$ cat src/rtl/led_scan_ctrl_if.sv
// ============================================================================
//  Module      : led_scan_ctrl_if
//  Description : Frame-update handshake between a BCD frame producer and the
//                LED scan controller.
//                  upd_req  producer -> controller  new frame request
//                  upd_val  producer -> controller  8 BCD digits, digit 0 = [31:28]
//                  upd_ack  controller -> producer  one-cycle capture pulse
//                Modports: master (frame producer), slave (scan controller).
//  Revision    : 1.0  initial release
// ============================================================================
`default_nettype none

interface led_scan_ctrl_if;
  logic        upd_req;
  logic [31:0] upd_val;
  logic        upd_ack;

  modport master (
    output upd_req,
    output upd_val,
    input  upd_ack
  );

  modport slave (
    input  upd_req,
    input  upd_val,
    output upd_ack
  );
endinterface

`default_nettype wire

$ cat src/rtl/led_scan_ctrl.sv
// ============================================================================
//  Module      : led_scan_ctrl
//  Description : Time-multiplexed scan controller for an 8-digit common-bus
//                7-segment display. Each digit slot is a blanking gap of
//                BLANK_CYC cycles followed by DRIVE_CYC cycles with the digit
//                lit. New frames are accepted only at the frame boundary (end
//                of digit 7's drive phase) so a frame never mixes old and new
//                digits.
//  Ports       : clk         in   system clock
//                RSTn        in   asynchronous active-low reset
//                upd         slave modport of led_scan_ctrl_if
//                            (upd_req/upd_val in, upd_ack out)
//                seg         out  segment byte {a,b,c,d,e,f,g,dp}, active-high
//                dig_en      out  one-hot digit enable, bit i = digit i
//                frame_done  out  one-cycle pulse at each frame boundary
//  Parameters  : BLANK_CYC  cycles per slot with all digits off (>=1)
//                DRIVE_CYC  cycles per slot with the digit lit (>=1)
//  Options     : LED_LZB_EN  when defined, enables leading-zero blanking:
//                digit i (0..6) is dark while digits 0..i of the active
//                frame are all zero; digit 7 is always decoded.
//  Revision    : 1.0  initial release
// ============================================================================
`default_nettype none

module led_scan_ctrl #(
  parameter int BLANK_CYC = 4,
  parameter int DRIVE_CYC = 60
) (
  input  wire logic       clk,
  input  wire logic       RSTn,
  led_scan_ctrl_if.slave  upd,
  output logic [7:0]      seg,
  output logic [7:0]      dig_en,
  output logic            frame_done
);

  // --------------------------------------------------------------------------
  // Constants
  // --------------------------------------------------------------------------
  localparam int c_cnt_max = (BLANK_CYC > DRIVE_CYC) ? BLANK_CYC : DRIVE_CYC;
  // Keep at least one bit so a 1-cycle/1-cycle configuration still elaborates.
  localparam int c_cw      = (c_cnt_max > 1) ? $clog2(c_cnt_max) : 1;

  localparam logic [c_cw-1:0] c_blank_last = c_cw'(BLANK_CYC - 1);
  localparam logic [c_cw-1:0] c_drive_last = c_cw'(DRIVE_CYC - 1);
  localparam logic [c_cw-1:0] c_cnt_one    = c_cw'(1);
  localparam logic [2:0]      c_idx_one    = 3'd1;
  localparam logic [2:0]      c_idx_last   = 3'd7;

  localparam logic [0:0] S_BLANK = 1'b0;
  localparam logic [0:0] S_DRIVE = 1'b1;

  // --------------------------------------------------------------------------
  // Registers and next-state wires
  // --------------------------------------------------------------------------
  logic [0:0]      r_state;
  logic [2:0]      r_idx;
  logic [c_cw-1:0] r_cnt;
  logic [31:0]     r_active;
  logic [7:0]      r_seg;
  logic [7:0]      r_dig_en;
  logic            r_frame_done;
  logic            r_upd_ack;

  logic [0:0]      w_state_nxt;
  logic [2:0]      w_idx_nxt;
  logic [c_cw-1:0] w_cnt_nxt;
  logic            w_frame_end;

  logic [7:0]      w_seg_nxt;
  logic [7:0]      w_dig_nxt;
  logic            w_fd_nxt;
  logic            w_ack_nxt;

  logic [7:0]      w_digit_seg [8];

  // --------------------------------------------------------------------------
  // BCD to segment decode; A..E show a dash, F is blank, dp is never lit.
  // --------------------------------------------------------------------------
  function automatic logic [7:0] f_decode(input logic [3:0] bcd);
    logic [7:0] s;
    case (bcd)
      4'h0:    s = 8'hFC;
      4'h1:    s = 8'h60;
      4'h2:    s = 8'hDA;
      4'h3:    s = 8'hF2;
      4'h4:    s = 8'h66;
      4'h5:    s = 8'hB6;
      4'h6:    s = 8'hBE;
      4'h7:    s = 8'hE0;
      4'h8:    s = 8'hFE;
      4'h9:    s = 8'hF6;
      4'hF:    s = 8'h00;
      default: s = 8'h02;
    endcase
    return s;
  endfunction

  // --------------------------------------------------------------------------
  // Per-digit segment pattern, derived from the active frame only.
  // --------------------------------------------------------------------------
  for (genvar i = 0; i < 8; i++) begin : g_digit
    logic [3:0] w_bcd;
    assign w_bcd = r_active[31-4*i -: 4];
`ifdef LED_LZB_EN
    if (i < 7) begin : g_lzb
      // Dark while this digit and every more-significant one are zero.
      assign w_digit_seg[i] = (~|r_active[31 -: 4*(i+1)]) ? 8'h00 : f_decode(w_bcd);
    end else begin : g_last
      // The least-significant digit always shows, so an all-zero frame reads "0".
      assign w_digit_seg[i] = f_decode(w_bcd);
    end
`else
    assign w_digit_seg[i] = f_decode(w_bcd);
`endif
  end

  // --------------------------------------------------------------------------
  // State register (also holds the registered outputs and the active frame)
  // --------------------------------------------------------------------------
  always_ff @(posedge clk or negedge RSTn) begin
    if (!RSTn) begin
      r_state      <= S_BLANK;
      r_idx        <= '0;
      r_cnt        <= '0;
      r_active     <= 32'hFFFF_FFFF;
      r_seg        <= '0;
      r_dig_en     <= '0;
      r_frame_done <= 1'b0;
      r_upd_ack    <= 1'b0;
    end else begin
      r_state      <= w_state_nxt;
      r_idx        <= w_idx_nxt;
      r_cnt        <= w_cnt_nxt;
      r_seg        <= w_seg_nxt;
      r_dig_en     <= w_dig_nxt;
      r_frame_done <= w_fd_nxt;
      r_upd_ack    <= w_ack_nxt;
      // Capture only at the frame boundary; digit 0 of the new frame is
      // decoded from this value when its drive phase starts.
      if (w_ack_nxt) begin
        r_active <= upd.upd_val;
      end
    end
  end

  // --------------------------------------------------------------------------
  // Next-state logic: slot counter runs 0..N-1 within each phase.
  // --------------------------------------------------------------------------
  always_comb begin
    w_state_nxt = r_state;
    w_idx_nxt   = r_idx;
    w_cnt_nxt   = r_cnt + c_cnt_one;
    w_frame_end = 1'b0;
    case (r_state)
      S_BLANK: begin
        if (r_cnt == c_blank_last) begin
          w_state_nxt = S_DRIVE;
          w_cnt_nxt   = '0;
        end
      end
      S_DRIVE: begin
        if (r_cnt == c_drive_last) begin
          w_state_nxt = S_BLANK;
          w_cnt_nxt   = '0;
          w_idx_nxt   = r_idx + c_idx_one;
          w_frame_end = (r_idx == c_idx_last);
        end
      end
      default: begin
        w_state_nxt = S_BLANK;
        w_cnt_nxt   = '0;
      end
    endcase
  end

  // --------------------------------------------------------------------------
  // Output logic: computed from the next state so the registered outputs line
  // up with the state they describe (dig_en rises exactly BLANK_CYC clocks
  // after reset release).
  // --------------------------------------------------------------------------
  always_comb begin
    w_seg_nxt = 8'h00;
    w_dig_nxt = 8'h00;
    if (w_state_nxt == S_DRIVE) begin
      w_dig_nxt = 8'h01 << w_idx_nxt;
      w_seg_nxt = w_digit_seg[w_idx_nxt];
    end
    w_fd_nxt  = w_frame_end;
    w_ack_nxt = w_frame_end & upd.upd_req;
  end

  assign seg         = r_seg;
  assign dig_en      = r_dig_en;
  assign frame_done  = r_frame_done;
  assign upd.upd_ack = r_upd_ack;

endmodule

`default_nettype wire

$ cat src/flat_wrapper.sv
// flat-port wrapper written by rule: the top's interface ports become plain ports
module led_scan_ctrl_flat 
#(
  parameter int BLANK_CYC = 4,
  parameter int DRIVE_CYC = 60
)
  (clk, RSTn, seg, dig_en, frame_done, upd_upd_req, upd_upd_val, upd_upd_ack);
  led_scan_ctrl_if upd_i ();
  input  wire logic clk;
  input  wire logic RSTn;
  output logic [7:0] seg;
  output logic [7:0] dig_en;
  output logic frame_done;
  input wire logic [$bits(upd_i.upd_req)-1:0] upd_upd_req;
  input wire logic [$bits(upd_i.upd_val)-1:0] upd_upd_val;
  output wire logic [$bits(upd_i.upd_ack)-1:0] upd_upd_ack;
  assign upd_i.upd_req = upd_upd_req;
  assign upd_i.upd_val = upd_upd_val;
  assign upd_upd_ack = upd_i.upd_ack;
  led_scan_ctrl #(.BLANK_CYC(BLANK_CYC), .DRIVE_CYC(DRIVE_CYC)) u_core (.clk(clk), .RSTn(RSTn), .upd(upd_i), .seg(seg), .dig_en(dig_en), .frame_done(frame_done));
endmodule
$ cat config.mk
export PLATFORM = sky130hd
export DESIGN_NAME = led_scan_ctrl_flat
export DESIGN_NICKNAME = d
export VERILOG_FILES = /design/src/rtl/led_scan_ctrl_if.sv /design/src/rtl/led_scan_ctrl.sv /design/src/flat_wrapper.sv
export SDC_FILE = /design/constraint.sdc
export NUM_CORES = 1
export LEC_CHECK = 0
export CAP_MARGIN = 15
export CORE_ASPECT_RATIO = 1.5
export CORE_MARGIN = 5
export CORE_UTILIZATION = 35
export DETAILED_ROUTE_END_ITERATION = 8
export GPL_ROUTABILITY_DRIVEN = 1
export PLACE_DENSITY = 0.63
export SLEW_MARGIN = 20
export SYNTH_ARGS = -nofsm -noshare
export SYNTH_HDL_FRONTEND = slang
export SYNTH_SLANG_ARGS = --single-unit
$ cat constraint.sdc
create_clock -name clk -period 4 [get_ports clk]
set_clock_uncertainty 0.15 [all_clocks]
set_input_delay 0.8 -clock clk [delete_from_list [all_inputs] [get_ports clk]]
set_output_delay 0.8 -clock clk [all_outputs]
set_load 0.01 [all_outputs]
Yosys cells after proc, flatten, opt, wreduce, memory -nomap -nowiden --
Memory sizes are Yosys's and may differ from the RTL's. Cells that the tools add are included. Widths: inputs -> output; s select.
Storage, ports and cells: bits in registers 60, memory bits (read-only) 896, output and inout port bits 18, word-level logic and storage cells 41, memories kept 8
Cells by class: $add $sub $neg 2, magnitude comparators 1, equal/unequal tests 3, shift operators 1, muxes and demuxes 15, bitwise logic cells 3
Memory list:
- (no name shown) | words 16, bits a word 7, read ports 1, clocked after memory_dff 0, write ports 0, line led_scan_ctrl.sv:82 | case (bcd)
- (no name shown) | words 16, bits a word 7, read ports 1, clocked after memory_dff 0, write ports 0, line led_scan_ctrl.sv:82
- (no name shown) | words 16, bits a word 7, read ports 1, clocked after memory_dff 0, write ports 0, line led_scan_ctrl.sv:82
- (no name shown) | words 16, bits a word 7, read ports 1, clocked after memory_dff 0, write ports 0, line led_scan_ctrl.sv:82
- (no name shown) | words 16, bits a word 7, read ports 1, clocked after memory_dff 0, write ports 0, line led_scan_ctrl.sv:82
- (no name shown) | words 16, bits a word 7, read ports 1, clocked after memory_dff 0, write ports 0, line led_scan_ctrl.sv:82
- +2 memories
Operator list (number):
- $mux 8 | 4
- $bmux 8 s3 | 1
- $mux 6 | 2
- $pmux 6 s2 | 1
- $shl 1x3->8 const A | 1
- $add 6x1->6 const B | 1
- $eq 6x2->1 const B | 1
- $eq 6x6->1 const B | 1
- $mux 3 | 2
- $ge 4x4->1 const B | 1
- $mux 1 | 4
- $not 3->4 | 1
- $add 3x1->3 const B | 1
- $eq 3x3->1 const B | 1
- $pmux 1 s2 | 1
- $and 1x1->1 | 1
- $not 1->1 | 1

Depth between registers and ports, before layout --
Gate-level depths: netlist of run 1.
depth after elaboration 8, mapped depth 9, mapped depth without buffers 8

Least setup slack after synthesis of run 1 --
Ideal clock, no wire load.
kind register to register, start point register u_core.r_cnt[0], end point register u_core.r_seg[6], in the netlist u_core.seg[6], setup time 110 ps, arrival 1922 ps, required time 3740 ps, setup slack 1818 ps, stages on the path, launching flop included 9, buffers on the path 1, path through dfrtp_1 > ha_1 > nor2b_1 > clkbuf_4 > and3_4 > mux2i_4 > nor3_1 > or4_1 > o41ai_1
On the way: longest elaborated chain between the ends 8
RTL lines:
- start: declaration | line led_scan_ctrl.sv:58 | logic [c_cw-1:0] r_cnt;
- start signal: assignment | line led_scan_ctrl.sv:134 | r_cnt <= w_cnt_nxt;
- $eq 6x6->1 | line led_scan_ctrl.sv:163 | if (r_cnt == c_drive_last) begin
- $mux 3 | line led_scan_ctrl.sv:163
- $mux 3 | line led_scan_ctrl.sv:155 | case (r_state)
- $not 3->4 (not written as such) | line led_scan_ctrl.sv:187 | w_seg_nxt = w_digit_seg[w_idx_nxt];
- $bmux 8 s3 | line led_scan_ctrl.sv:187
- $mux 8 (not written as such) (2 in series) | line led_scan_ctrl.sv:187
- $mux 8 (*) | line led_scan_ctrl.sv:185 | if (w_state_nxt == S_DRIVE) begin
- via u_core.w_seg_nxt[6] | line led_scan_ctrl.sv:70 | logic [7:0] w_seg_nxt;
- end signal: assignment | line led_scan_ctrl.sv:135 | r_seg <= w_seg_nxt;
- end: declaration | line led_scan_ctrl.sv:60 | logic [7:0] r_seg;
The timed path passes the listed nets; every way through them passes the cells marked *. The select of a mux whose other input is x is not followed. A chain may end at the register's enable or synchronous reset.

Worst setup path in the final report of run 1 --
start point register u_core.r_cnt[0], end point register u_core.r_seg[1], in the netlist u_core.seg[1]
Same word-level chain as after synthesis.

==> flow_metrics.tcl, run 1 <==
set metrics [dict create \
    clk_transition_reported_paths_ns 0.05 \
    syn_nets 522 \
    path_common_cell "sky130_fd_sc_hd__a21oi_1" \
    finalHoldViolations 0 \
    synthArstFlopShare 1.00 \
    finish.instance_area_um2 5090 \
    final.fill_count 1196 \
    critPathKind "reg2reg" \
    synth.yosys.warnings 0 \
    vdd.ir_drop.worst_uv 152 \
    outcome "complete, no violations" \
    synth-main-ff-cell "sky130_fd_sc_hd__dfstp_2" \
    place.detailed.hpwl_mm 8.53 \
    part_of_the_yosys_area_used_for_sequential_elements 0.359 \
    initialDrtViolationCount 131 \
    critPathLaunchType "flop" \
    number_of_remaining_drc_errors 0 \
    register_bit_count_reported_by_yosys 59 \
    postRouteWirelength_mm 10.9 \
    setup_repair_after_global_routing_missed_its_margin "no" \
    achievable_frequency_mhz 338 \
    first_global_vias 3396 \
    setup_violations 0 \
    cts_post_setup_buffers_inserted 0 \
    synth.cell_area_um2 4230 \
    timing_worst_slew_pin_value_ns 0.929 \
    num_vias 3411 \
    static-leakage-power_nw 2.03 \
    cts_tree "built" \
    worst-endpoint-arrival_ns 3.04 \
    layout.nets 562 \
    layout-area-overhead-vs-synth_pct 20.5 \
    cp_cell_sequence "ha_1 -> nor2b_1 -> a21oi_1 -> nand4bb_1 -> a31oi_1 -> a21oi_1 -> o221ai_1" \
    grt_first_pass_wirelength_mm 17.2 \
    io_pins 53 \
    cts.hold.buffers_added 0 \
    period_minus_slack_ns 2.96 \
    cts-htree-levels 3 \
    critical_path.endpoint_type "flop" \
    initial_antenna_violation_count 0 \
    max-clock-path-buffers 2 \
    period_share 0.739 \
    synth_top_cell_by_area "sky130_fd_sc_hd__dfstp_2" \
    first_pass_iters 4 \
    die_area_um2 14400 \
    min_path_type "reg2reg" \
    setup_tns_ns 0 \
    route.detailed.wl_per_inst_um 17.0 \
    clock-root-buffer "sky130_fd_sc_hd__clkbuf_16" \
    cp_max_fo 11 \
    initial_utilization 0.355 \
    slew_viol_final 0 \
    gpl_congestion 0.932 \
    rows 49 \
    core_region_area_um2 11900 \
    cap_violations 0 \
    post-synth-top-area-fraction 0.199 \
    cpMaxStageDelayCell "sky130_fd_sc_hd__nand4bb_1" \
    netlist-cell-type-count 67 \
    synth_edf_count 0 \
    dieHeight_um 145 \
    avgSynthCellArea_um2 9.52 \
    grt_use_total 0.156 \
    synthCells 444 \
    n_antenna_cell 0 \
    detail-route-antenna-nets 0 \
    timing.critical_path.required_ns 4.08 \
    post_dp_cell_area_um2 4820 \
    power.density_nw_per_um2 263 \
    critPathMaxStageDelay_ns 0.61 \
    final_layout_size_suffix_gt1_frac 0.199 \
    overflow 0 \
    die_width_um 99.7 \
    numClockSinks 59 \
    postCtsResizedCells 0 \
    viasPerCell 5.32 \
    source_to_sink_clock_delay_at_the_later_pin_of_the_worst_skew_pair_ns 0.33 \
    worst_slew_margin_rel 0.381 \
    cts_buffers 9 \
    synthTopCellsByArea "sky130_fd_sc_hd__dfstp_2 (20%), sky130_fd_sc_hd__dfrtp_1 (16%), sky130_fd_sc_hd__ha_1 (13%), sky130_fd_sc_hd__mux2_2 (9.3%), sky130_fd_sc_hd__o21ai_0 (3.8%)" \
    port_buffers 51 \
    grt_max_degree 42 \
]
==> path summary, 6_finish.rpt <==
check                                 from                   to  slack [ns]  cells past startpoint
setup / recovery           u_core.r_cnt[0]        u_core.seg[1]        1.04                      7
hold / removal             u_core.r_cnt[0]      u_core.r_cnt[0]        0.33                      1
setup reg to reg           u_core.r_cnt[0]        u_core.seg[1]        1.04                      7
hold reg to reg            u_core.r_cnt[0]      u_core.r_cnt[0]        0.33                      1
max in group asynchronous             RSTn  u_core.r_active[18]        2.35                      2
min in group asynchronous             RSTn     u_core.dig_en[0]        0.47                      1
==> metal layers <==
| metal | vias to the layer above | GRT usage | wire length (um) |
|---|---|---|---|
| met3 | 28 | 0.0314 | 460 |
| met1 | 1641 | 0.164 | 4020 |
| li1 | 1653 | - | - |
| met5 | - | 0 | 0 |
| met4 | 0 | 0.0827 | 480 |
| met2 | 89 | 0.289 | 5940 |
==> sequential cells by signal, summed over array words and instances, names as in the netlist <==
register and count:
u_core.r_active 32, u_core.r_state 1, u_core.upd.upd_ack 1, u_core.r_cnt 6, u_core.frame_done 1, u_core.r_idx 3
u_core.dig_en 8, u_core.seg 7
==> per-stage QoR <==
stage | total power (W) | worst slack [ns] | std cells | util | hold WS (ns)
after global routing | 0.00140 | 0.737 | 641 | 0.428 | 0.348
after CTS | 0.00137 | 1.04 | 641 | 0.428 | 0.331
after global placement | 0.000654 | 1.09 | 626 | 0.406 | 0.300
final | 0.00134 | 1.04 | 641 | 0.428 | 0.327
after detailed placement | 0.000654 | 1.08 | 626 | 0.406 | 0.318
after floorplan | 0.000610 | 1.82 | 444 | - | 0.283
==> layout by cell type, fill, tap and decap left out, drive strengths merged, types with 2 or more instances in the layout <==
master	instances
a211o	2
a211oi	5
a21boi	2
a21oi	31
a221oi	9
a311o	2
a311oi	2
a31oi	2
and3	2
buf	3
clkbuf	15
clkdlybuf4s50	50
dfrtp	27
dfstp	32
ha	43
inv	37
mux2	35
mux2i	7
nand2	24
nand2b	10
nand3	7
nand3b	4
nand4	5
nor2	36
nor2b	9
nor3	12
o211ai	2
o21ai	32
o221ai	2
o22ai	5
o311ai	2
o31ai	5
o41ai	2
or3	2
xor2	2
==> cell usage after synthesis (all sizes together) (2+ instances only) <==
library cell and n:
inv 37, nor3 12, o211ai 2, a211o 2
nand4 5, o31ai 5, o41ai 2, ha 43
nand3 7, buf 9, nand2 24, a311oi 2
o221ai 2, a21oi 31, a31oi 2, a311o 2
or3 2, dfrtp 27, mux2i 7, and3 2
mux2 35, xor2 2, o21ai 32, clkbuf 15
dfstp 32, o311ai 2, nor2 36, nand2b 10
nor2b 9, nand3b 4, a221oi 9, a211oi 5
o22ai 5, a21boi 2
==> worst max-delay path, delay by kind of cell (launching register included) <==
family                     cells  cell delay, ns
and+or+nand+nor                2            1.20
AOI/OAI and AO/OA              4            0.88
DFF                            1            0.37
adders and majority gates      1            0.24
==> final cells by class <==
cell class	instances	area (um^2)	area share
Timing Repair Buffer	53	520	0.102
Tap cell	153	191	0.0376
Inverter	38	143	0.0280
Sequential cell	59	1520	0.298
Clock buffer	15	268	0.0526
Multi-Input combinational cell	323	2450	0.482
==> cells by family (layout without fill, tap and decap cells) <==
kind of cell	after synthesis	in the layout	synth area share
other	1	1	0.000888
xor gates and xnor gates	3	3	0.00622
adders and majority gates	43	43	0.127
DFF	59	59	0.359
muxes	43	43	0.121
buffers and inverters	62	106	0.0604
and+or+nand+nor	118	118	0.145
AOI/OAI and AO/OA	115	115	0.181
==> report_power, final <==
part	leakage [nW]	switching [W]	internal, W
sequential	0.646	0	0.000600
clock	0.130	0.000247	0.000449
combinational	1.26	0.0000158	0.0000290
No activity file was read; power rests on OpenSTA's default activity.
==> run 2: changes to the inputs <==
Settings changed: PLACE_DENSITY 0.63 to 0.65.
Clock period 4 ns to 2.69 ns, I/O delays scaled along.
==> flow_metrics.tcl, run 2 (synthesis results as in run 1) <==
set metrics [dict create \
    outcome "complete, no violations" \
    overflow 0 \
    setup_violations 0 \
    critical_path.endpoint_type "flop" \
    cts-htree-levels 3 \
    critPathLaunchType "flop" \
    dieHeight_um 145 \
    period_share 0.933 \
    timing_worst_slew_pin_value_ns 0.683 \
    gpl_congestion 0.900 \
    cts.hold.buffers_added 0 \
    cap_violations 0 \
    number_of_remaining_drc_errors 0 \
    setup_repair_after_global_routing_missed_its_margin "no" \
    viasPerCell 5.33 \
    final_layout_size_suffix_gt1_frac 0.214 \
    postRouteWirelength_mm 11.4 \
    clock-root-buffer "sky130_fd_sc_hd__clkbuf_16" \
    route.detailed.wl_per_inst_um 17.5 \
    critPathKind "reg2reg" \
    cts_tree "built" \
    grt_first_pass_wirelength_mm 18.1 \
    first_global_vias 3528 \
    timing.critical_path.required_ns 2.76 \
    grt_max_degree 35 \
    static-leakage-power_nw 2.08 \
    source_to_sink_clock_delay_at_the_later_pin_of_the_worst_skew_pair_ns 0.33 \
    detail-route-antenna-nets 0 \
    grt_use_total 0.165 \
    min_path_type "in2async" \
    core_region_area_um2 11900 \
    postCtsResizedCells 0 \
    port_buffers 51 \
    initial_utilization 0.355 \
    power.density_nw_per_um2 393 \
    die_area_um2 14400 \
    post_dp_cell_area_um2 4890 \
    layout.nets 568 \
    clk_transition_reported_paths_ns 0.05 \
    mostFrequentLayoutCell "sky130_fd_sc_hd__clkdlybuf4s50_1" \
    rows 49 \
    cts_buffers 9 \
    period_minus_slack_ns 2.51 \
    regMostFlops "u_core.r_active" \
    setup_tns_ns 0 \
    first_pass_iters 7 \
    worst_slew_margin_rel 0.545 \
    final_util 0.435 \
    most-common-layout-cells "sky130_fd_sc_hd__clkdlybuf4s50_1 (50), sky130_fd_sc_hd__ha_1 (43), sky130_fd_sc_hd__inv_1 (37), sky130_fd_sc_hd__nor2_1 (35), sky130_fd_sc_hd__mux2_2 (35)" \
    initialDrtViolationCount 180 \
    achievable_frequency_mhz 399 \
    vdd.ir_drop.worst_uv 248 \
    numClockSinks 59 \
    worst-endpoint-arrival_ns 2.58 \
    finish.instance_area_um2 5170 \
    slew_viol_final 0 \
    num_vias 3453 \
    hold_ws_ns 0.104 \
    n_antenna_cell 0 \
    final.fill_count 1172 \
    largest_reg_flops 32 \
    max-clock-path-buffers 2 \
    place.detailed.hpwl_mm 8.79 \
    io_pins 53 \
    die_width_um 99.7 \
    initial_antenna_violation_count 0 \
    layout-area-overhead-vs-synth_pct 22.4 \
    cp_max_fo 9 \
    cts_post_setup_buffers_inserted 0 \
    finalHoldViolations 0 \
]
[run 2: cell count changes in the layout (fill, tap and decap cells not counted), sizes merged]
| cell | previous run | this run |
|---|---|---|
| buf | 3 | 9 |
| clkbuf | 15 | 13 |
| clkinv | 1 | 4 |
[run 2: worst paths after layout]
kind | from | to | slack (ns) | cells past startpoint
min in group clk | u_core.r_cnt[0] | u_core.r_cnt[0] | 0.31 | 1
setup reg to reg | u_core.r_idx[0] | u_core.seg[4] | 0.18 | 6
setup / recovery | u_core.r_idx[0] | u_core.seg[4] | 0.18 | 6
hold / removal | RSTn | u_core.seg[6] | 0.10 | 1
max in group asynchronous | RSTn | u_core.r_active[11] | 1.61 | 2
hold reg to reg | u_core.r_cnt[0] | u_core.r_cnt[0] | 0.31 | 1
[run 2: critical path, cell delays in order (launching register included)]
cell                       delay, ns
sky130_fd_sc_hd__dfrtp_1        0.38
sky130_fd_sc_hd__ha_1           0.44
sky130_fd_sc_hd__nor3_4         0.49
sky130_fd_sc_hd__mux2i_4        0.24
sky130_fd_sc_hd__a311oi_1       0.39
sky130_fd_sc_hd__nor4_1         0.09
sky130_fd_sc_hd__a31o_2         0.22
[run 2: where the power goes]
group	leakage (nW)	switching, W	internal (W)
clock	0.139	0.000401	0.000669
combinational	1.30	0.0000246	0.0000450
sequential	0.646	0	0.000891
[run 2: area by class of cell]
| cell class | instances | area, um^2 | share of cell area |
|---|---|---|---|
| tap | 153 | 191 | 0.0370 |
| inverter | 38 | 143 | 0.0276 |
| multi-input combinational | 323 | 2450 | 0.475 |
| clock inverter | 3 | 15.0 | 0.00290 |
| sequential | 59 | 1520 | 0.293 |
| timing repair buffer | 59 | 591 | 0.114 |
| clock buffer | 13 | 260 | 0.0503 |
[run 2: metal layers]
layer  up-vias  part of all wire  track usage
met2        90              0.55        0.312
li1       1669                 -            -
met4         0             0.034       0.0770
met3        29             0.037       0.0299
met5         -                 0            0
met1      1665              0.38        0.173
[run 2: stage by stage]
| step | std cells | power [W] | setup WS [ns] |
|---|---|---|---|
| final | 648 | 0.00203 | 0.181 |
| after global routing | 648 | 0.00210 | 0.0624 |
| after CTS | 648 | 0.00205 | 0.198 |
| after detailed placement | 632 | 0.000976 | 0.206 |
| after global placement | 632 | 0.000975 | 0.206 |
| after floorplan | 444 | 0.000907 | 0.508 |
